### src/rtl/status_wr_engine_pkg.sv
// status_wr_engine_pkg: shared types, mdata tags and the status line builder for the status write path
package status_wr_engine_pkg;
  localparam int CL_ADDR_W = 42;
  localparam int CL_DATA_W = 512;
  typedef logic [CL_ADDR_W-1:0] t_cci_cl_addr;
  typedef logic [CL_DATA_W-1:0] t_cci_cl_data;
  typedef logic [31:0] t_uint32;
  localparam logic [15:0] READ_CTRL_MDATA = 16'd1;
  localparam logic [15:0] READ_RUN_MDATA = 16'd2;
  localparam logic [15:0] WRITE_STATUS_MDATA = 16'd7;
  typedef enum logic [2:0] {
    STATUS_IDLE = 3'd0,
    STATUS_RUNNING = 3'd1,
    STATUS_ERROR = 3'd2,
    STATUS_DONE = 3'd3
  } e_status_code;
  typedef enum logic [1:0] {
    IDLE,
    ISSUE,
    WAIT_RSP
  } e_status_wr_state;
  // Status line: u64[0]=code, u64[1]=cls_sent, nonce in the top byte of u64[7], all else zero
  function automatic t_cci_cl_data construct_status_cl_seq(e_status_code code, t_uint32 cls_sent, logic [7:0] seq);
    t_cci_cl_data cl;
    cl = '0;
    cl[63:0] = {61'd0, code};
    cl[127:64] = {32'd0, cls_sent};
    cl[511:504] = seq;
    return cl;
  endfunction
endpackage

### src/rtl/status_wr_engine_if.sv
// status_wr_engine_if: request, c1 write and write-response signals of the status write engine
interface status_wr_engine_if;
  import status_wr_engine_pkg::*;
  t_cci_cl_addr status_addr;
  logic req_valid;
  logic req_ready;
  e_status_code req_code;
  t_uint32 req_cls_sent;
  logic c1_alm_full;
  logic wr_valid;
  t_cci_cl_addr wr_addr;
  t_cci_cl_data wr_data;
  logic [15:0] wr_mdata;
  logic wr_rsp_valid;
  logic [15:0] wr_rsp_mdata;
  logic done;
  logic error;
  modport master (
    output status_addr, req_valid, req_code, req_cls_sent, c1_alm_full, wr_rsp_valid, wr_rsp_mdata,
    input req_ready, wr_valid, wr_addr, wr_data, wr_mdata, done, error
  );
  modport slave (
    input status_addr, req_valid, req_code, req_cls_sent, c1_alm_full, wr_rsp_valid, wr_rsp_mdata,
    output req_ready, wr_valid, wr_addr, wr_data, wr_mdata, done, error
  );
endinterface

### src/rtl/status_wr_engine.sv
// status_wr_engine: writes a nonce-tagged status line to the CPU status buffer over c1 and reports completion
module status_wr_engine
  import status_wr_engine_pkg::*;
#(
  parameter int RSP_TIMEOUT = 1024
) (
  input logic clk,
  input logic reset,
  status_wr_engine_if.slave bus
);
  localparam int TW = $clog2(RSP_TIMEOUT);
  e_status_wr_state state, state_nx;
  logic [TW-1:0] timer;
  logic retry, done_q, error_q, accept, rsp_hit, tmo;
  logic [7:0] seq, seq_q;
  e_status_code code_q;
  t_uint32 cls_q;
  t_cci_cl_addr addr_q;
  assign rsp_hit = state == WAIT_RSP && bus.wr_rsp_valid && bus.wr_rsp_mdata == WRITE_STATUS_MDATA;
  assign tmo = state == WAIT_RSP && !rsp_hit && timer == TW'(RSP_TIMEOUT - 1);
  assign bus.req_ready = state == IDLE && !done_q && !reset;
  assign accept = bus.req_valid && bus.req_ready;
  assign bus.wr_valid = state == ISSUE && !bus.c1_alm_full;
  assign bus.wr_addr = addr_q;
  assign bus.wr_data = construct_status_cl_seq(code_q, cls_q, seq_q);
  assign bus.wr_mdata = WRITE_STATUS_MDATA;
  assign bus.done = done_q;
  assign bus.error = error_q;
  // Next state: IDLE accepts, ISSUE waits out back-pressure, WAIT_RSP resolves to done, one reissue, or give-up
  always_comb begin
    state_nx = state;
    if (state == IDLE && accept) state_nx = ISSUE;
    if (state == ISSUE && !bus.c1_alm_full) state_nx = WAIT_RSP;
    if (rsp_hit || (tmo && retry)) state_nx = IDLE;
    else if (tmo) state_nx = ISSUE;
  end
  // State register
  always_ff @(posedge clk or posedge reset)
    if (reset) state <= IDLE;
    else state <= state_nx;
  // Request latch, response timer, retry flag, nonce counter (skips 0) and done/error flags
  always_ff @(posedge clk or posedge reset)
    if (reset) begin
      timer <= '0;
      retry <= 1'b0;
      done_q <= 1'b0;
      error_q <= 1'b0;
      seq <= 8'd1;
      seq_q <= '0;
      code_q <= STATUS_IDLE;
      cls_q <= '0;
      addr_q <= '0;
    end else begin
      timer <= state == WAIT_RSP ? timer + TW'(1) : '0;
      done_q <= rsp_hit;
      if (tmo) retry <= 1'b1;
      if (tmo && retry) error_q <= 1'b1;
      if (rsp_hit) seq <= seq == 8'd255 ? 8'd1 : seq + 8'd1;
      if (accept) begin
        code_q <= bus.req_code;
        cls_q <= bus.req_cls_sent;
        addr_q <= bus.status_addr;
        seq_q <= seq;
        retry <= 1'b0;
      end
    end
endmodule

### src/flat_wrapper.sv
// flat-port wrapper written by rule: the top's interface ports become plain ports
module status_wr_engine_flat import status_wr_engine_pkg::*;
#(
  parameter int RSP_TIMEOUT = 1024
)
  (clk, reset, bus_status_addr, bus_req_valid, bus_req_code, bus_req_cls_sent, bus_c1_alm_full, bus_wr_rsp_valid, bus_wr_rsp_mdata, bus_req_ready, bus_wr_valid, bus_wr_addr, bus_wr_data, bus_wr_mdata, bus_done, bus_error);
  status_wr_engine_if bus_i ();
  input logic clk;
  input logic reset;
  input wire logic [$bits(bus_i.status_addr)-1:0] bus_status_addr;
  input wire logic [$bits(bus_i.req_valid)-1:0] bus_req_valid;
  input wire logic [$bits(bus_i.req_code)-1:0] bus_req_code;
  input wire logic [$bits(bus_i.req_cls_sent)-1:0] bus_req_cls_sent;
  input wire logic [$bits(bus_i.c1_alm_full)-1:0] bus_c1_alm_full;
  input wire logic [$bits(bus_i.wr_rsp_valid)-1:0] bus_wr_rsp_valid;
  input wire logic [$bits(bus_i.wr_rsp_mdata)-1:0] bus_wr_rsp_mdata;
  output wire logic [$bits(bus_i.req_ready)-1:0] bus_req_ready;
  output wire logic [$bits(bus_i.wr_valid)-1:0] bus_wr_valid;
  output wire logic [$bits(bus_i.wr_addr)-1:0] bus_wr_addr;
  output wire logic [$bits(bus_i.wr_data)-1:0] bus_wr_data;
  output wire logic [$bits(bus_i.wr_mdata)-1:0] bus_wr_mdata;
  output wire logic [$bits(bus_i.done)-1:0] bus_done;
  output wire logic [$bits(bus_i.error)-1:0] bus_error;
  assign bus_i.status_addr = bus_status_addr;
  assign bus_i.req_valid = bus_req_valid;
  assign bus_i.req_code = bus_req_code;
  assign bus_i.req_cls_sent = bus_req_cls_sent;
  assign bus_i.c1_alm_full = bus_c1_alm_full;
  assign bus_i.wr_rsp_valid = bus_wr_rsp_valid;
  assign bus_i.wr_rsp_mdata = bus_wr_rsp_mdata;
  assign bus_req_ready = bus_i.req_ready;
  assign bus_wr_valid = bus_i.wr_valid;
  assign bus_wr_addr = bus_i.wr_addr;
  assign bus_wr_data = bus_i.wr_data;
  assign bus_wr_mdata = bus_i.wr_mdata;
  assign bus_done = bus_i.done;
  assign bus_error = bus_i.error;
  status_wr_engine #(.RSP_TIMEOUT(RSP_TIMEOUT)) u_core (.clk(clk), .reset(reset), .bus(bus_i));
endmodule
### config.mk
export PLATFORM = sky130hd
export DESIGN_NAME = status_wr_engine_flat
export DESIGN_NICKNAME = d
export VERILOG_FILES = /design/src/rtl/status_wr_engine_pkg.sv /design/src/rtl/status_wr_engine_if.sv /design/src/rtl/status_wr_engine.sv /design/src/flat_wrapper.sv
export SDC_FILE = /design/constraint.sdc
export NUM_CORES = 1
export LEC_CHECK = 0
export BUFFER_PORTS_ARGS = -buffer_cell sky130_fd_sc_hd__buf_2
export CAP_MARGIN = 25
export CORE_AREA = 3 3 258 260
export CTS_CLUSTER_DIAMETER = 60
export DETAILED_ROUTE_END_ITERATION = 16
export DIE_AREA = 0 0 261 263
export SYNTH_ARGS = -nofsm -noshare
export SYNTH_HDL_FRONTEND = slang
export SYNTH_SLANG_ARGS = --single-unit
### constraint.sdc
create_clock -name clk -period 2.9 [get_ports clk]
set_clock_uncertainty 0.2 [all_clocks]
set_input_delay 0 -clock clk [delete_from_list [all_inputs] [get_ports clk]]
set_output_delay 0 -clock clk [all_outputs]
set_load 0.02 [all_outputs]
==> flow_metrics.env <==
export IMPL_synth_area_leaders="buf_4 (46%), dfrtp_1 (33%), mux2_2 (12%)"
export IMPL_clk_latency_ns=0.38
export IMPL_antenna_found_initial=3
export IMPL_root_buffer="clkbuf_16"
export IMPL_grt_pass1_wl_mm=23.74
export IMPL_rsz0062_at_grt="false"
export IMPL_r2r_start="u_core.state[0]"
export IMPL_cts_hold_buffers=89
export IMPL_finalHoldViolations=0
export IMPL_fin_crit_ns=2.786
export IMPL_clk_pin_slew_worst_paths_ns=0.09
export IMPL_htree_num_levels=3
export IMPL_post_drt_wl_per_cell_um=9.296
export IMPL_synth_area_per_cell_um2=10.18
export IMPL_synth_seq_cells=108
export IMPL_drive_gt1_frac=0.2817
export IMPL_async_flop_share=1.000
export IMPL_slew_violations=0
export IMPL_synthDistinctLibCells=40
export IMPL_cts_buffers=9
export IMPL_cap_viol_max_count=0
export IMPL_syn_to_final_growth_pct=17.14
export IMPL_yosysWarningCount=0
export IMPL_max_stage_delay_ns=0.62
export IMPL_synth_top_cell_by_area="buf_4"
export IMPL_antenna_left=0
export IMPL_status="completed"
export IMPL_crit_chain="dlygate4sd3_1 > buf_2 > nor4b_1 > dlygate4sd3_1 > nand3_1 > dlygate4sd3_1 > or4_1 > o21ai_0"
export IMPL_yosysSeqAreaShare=0.3380
export IMPL_dieHeight_um=263
export IMPL_tightest_slew_ns=0.6676
export IMPL_power_density_nw_per_um2=554.9
export IMPL_vias=4616
export IMPL_p_leak_nw=5.019
export IMPL_final_nets=1160
export IMPL_coreArea_um2=64350
export IMPL_rrSetupSlack_ns=0.49
export IMPL_drtPass1Iterations=4
export IMPL_synth_top_area_share=0.4571
export IMPL_cp_startpoint="bus_wr_rsp_mdata[4]"
export IMPL_cts_resized=0
export IMPL_drc_errors=0
export IMPL_holdCritPathClass="primary input to flip-flop"
export IMPL_vias_per_cell=2.403
export IMPL_holdCritStartpoint="bus_wr_rsp_mdata[6]"
export IMPL_die_w_um=261
export IMPL_yosysMostFrequentCell="buf_4"
export IMPL_drt_initial_drc_count=74
export IMPL_ir_worst_vdd_uv=263.8
export IMPL_crit_arrival_ns=2.89
export IMPL_crit_path_start_kind="primary input"
export IMPL_fmax_mhz=358.9
export IMPL_worstPathRequired_ns=3.01
export IMPL_cpMaxStageDelayCell="dlygate4sd3_1"
export IMPL_rows=93
export IMPL_syn_inst=786
export IMPL_overflow=0
export IMPL_first_global_vias=4102
export IMPL_place_area_um2=8152
export IMPL_dieArea_um2=68640
export IMPL_synth_ff_type="dfrtp_1"
export IMPL_cts_max_path_buffers=2
export IMPL_yosys_top_cells_count="buf_4 (487), dfrtp_1 (107), mux2_2 (85)"
export IMPL_grt_use_total=0.04693
export IMPL_port_buffers=186
export IMPL_place_gp_congestion=0.6795
export IMPL_fin_crit_sh=0.9607
export IMPL_setup_viol=0
export IMPL_path_class="primary input to flip-flop"
export IMPL_crit_path_end_kind="flip-flop"
export IMPL_dp_hpwl_mm=13.31
export IMPL_post_cts_buffers=0
export IMPL_p_total_mw=5.200
export IMPL_cts_sinks=108
export IMPL_cpMostUsedCell="dlygate4sd3_1"
export IMPL_relSlewSlack=0.5549
export IMPL_syn_area_um2=7999
export IMPL_grt_max_degree=71
export IMPL_drt_wl_total_mm=17.86
export IMPL_start_util=0.1243
export IMPL_pin_count=672
export IMPL_setup_tns_ns=0
export IMPL_cp_max_fo=2
export IMPL_synth_edf_count=0
export IMPL_cts_tree="done"
export IMPL_post_route_cell_area_um2=9370
state kept, by name (all words and copies together) (netlist names):
name / flops
u_core.seq_q: 8
u_core.seq: 8
u_core.bus.done: 1
u_core.code_q: 3
u_core.timer: 10
u_core.state: 2
u_core.cls_q: 32
u_core.bus.error: 1
u_core.retry: 1
u_core.bus.wr_addr: 42
cells by family after synthesis:
kind of cell               share of synthesized area
xor gates and xnor gates                    0.008760
muxes                                         0.1197
DFF                                           0.3380
and+or+nand+nor                              0.04505
other                                      0.0009389
adders and majority gates                   0.003128
buffers and inverters                         0.4671
AOI/OAI and AO/OA                            0.01736
critical path, delay by kind of cell:
family | cells | cell delay (ns)
buf+inv | 4 | 1.86
simple gates | 3 | 0.88
compound gates | 1 | 0.15
cell type report:
| type | instances | area [µm²] |
|---|---|---|
| Sequential cell | 108 | 2704 |
| Clock buffer | 9 | 225.2 |
| Multi-Input combinational cell | 659 | 3377 |
| Timing Repair Buffer | 279 | 1877 |
| Clock inverter | 7 | 100.1 |
| Tap cell | 855 | 1070 |
| Inverter | 3 | 15.01 |
| Antenna cell | 1 | 2.502 |
| Fill cell | 7241 | 54980 |
path summary, 6_finish.rpt:
| path | endpoint | cells past startpoint |
|---|---|---|
| worst max-delay path | u_core.seq[7] | 8 |
| worst min-delay path | u_core.seq[4] | 5 |
| worst max register to register | u_core.seq[7] | 5 |
| worst min register to register | u_core.timer[0] | 1 |
| max in group asynchronous | u_core.seq[0] | 4 |
| min in group asynchronous | u_core.bus.wr_addr[26] | 4 |
metrics by stage:
stage	std cells	util	setup WS (ns)	hold slack, ns
floorplan	1269	-	0.9704	-0.1661
global placement	1815	0.1267	0.7783	-0.03757
detailed placement	1815	0.1267	0.7831	-0.02664
CTS	1920	0.1456	0.1507	0.002172
global route	1920	0.1456	0.01542	0.06572
finish	1921	0.1456	0.1140	0.04132
report_power, final:
group | internal (mW) | switching (mW) | total (mW)
Sequential | 1.80 | 0.160 | 1.96
Combinational | 0.542 | 1.24 | 1.78
Clock | 0.705 | 0.749 | 1.45
Total | 3.05 | 2.15 | 5.20
cells in the final DEF, fill, tap and decap left out, types with 2 or more instances in the layout:
cell           synthesis  final
nand2_1                5      5
nor2_1                 9      9
o21ai_0                8      8
buf_12                 0      2
inv_1                  3      2
buf_2                  7    186
buf_4                487      2
and3_1                 6      6
inv_6                  0      3
mux2_2                85     85
dfrtp_1              107    107
or3_1                  3      3
nor2b_1                2      2
nor3_1                 3      3
a31oi_1                2      2
nor4b_1                2      2
xnor2_1                5      5
nor4_1                 2      2
conb_1                 2    485
nand3_1               10     10
dlygate4sd3_1          0     89
clkinv_8               0      2
xor2_1                 3      3
nand4_1                3      3
and2_1                 3      3
clkbuf_16              0      9
a21o_1                 2      2
ha_1                   2      2
a21oi_1                5      5
a41oi_1                2      2
layer usage:
layer,routed length (µm),track usage,vias to the layer above,part of all wire
li1,-,-,2112,-
met4,328,0.01858,4,0.018
met2,9252,0.08538,331,0.52
met1,6023,0.04570,2149,0.34
met5,21,0,-,0.0012
met3,2232,0.02174,20,0.12
(Power assumes the default switching activity.)
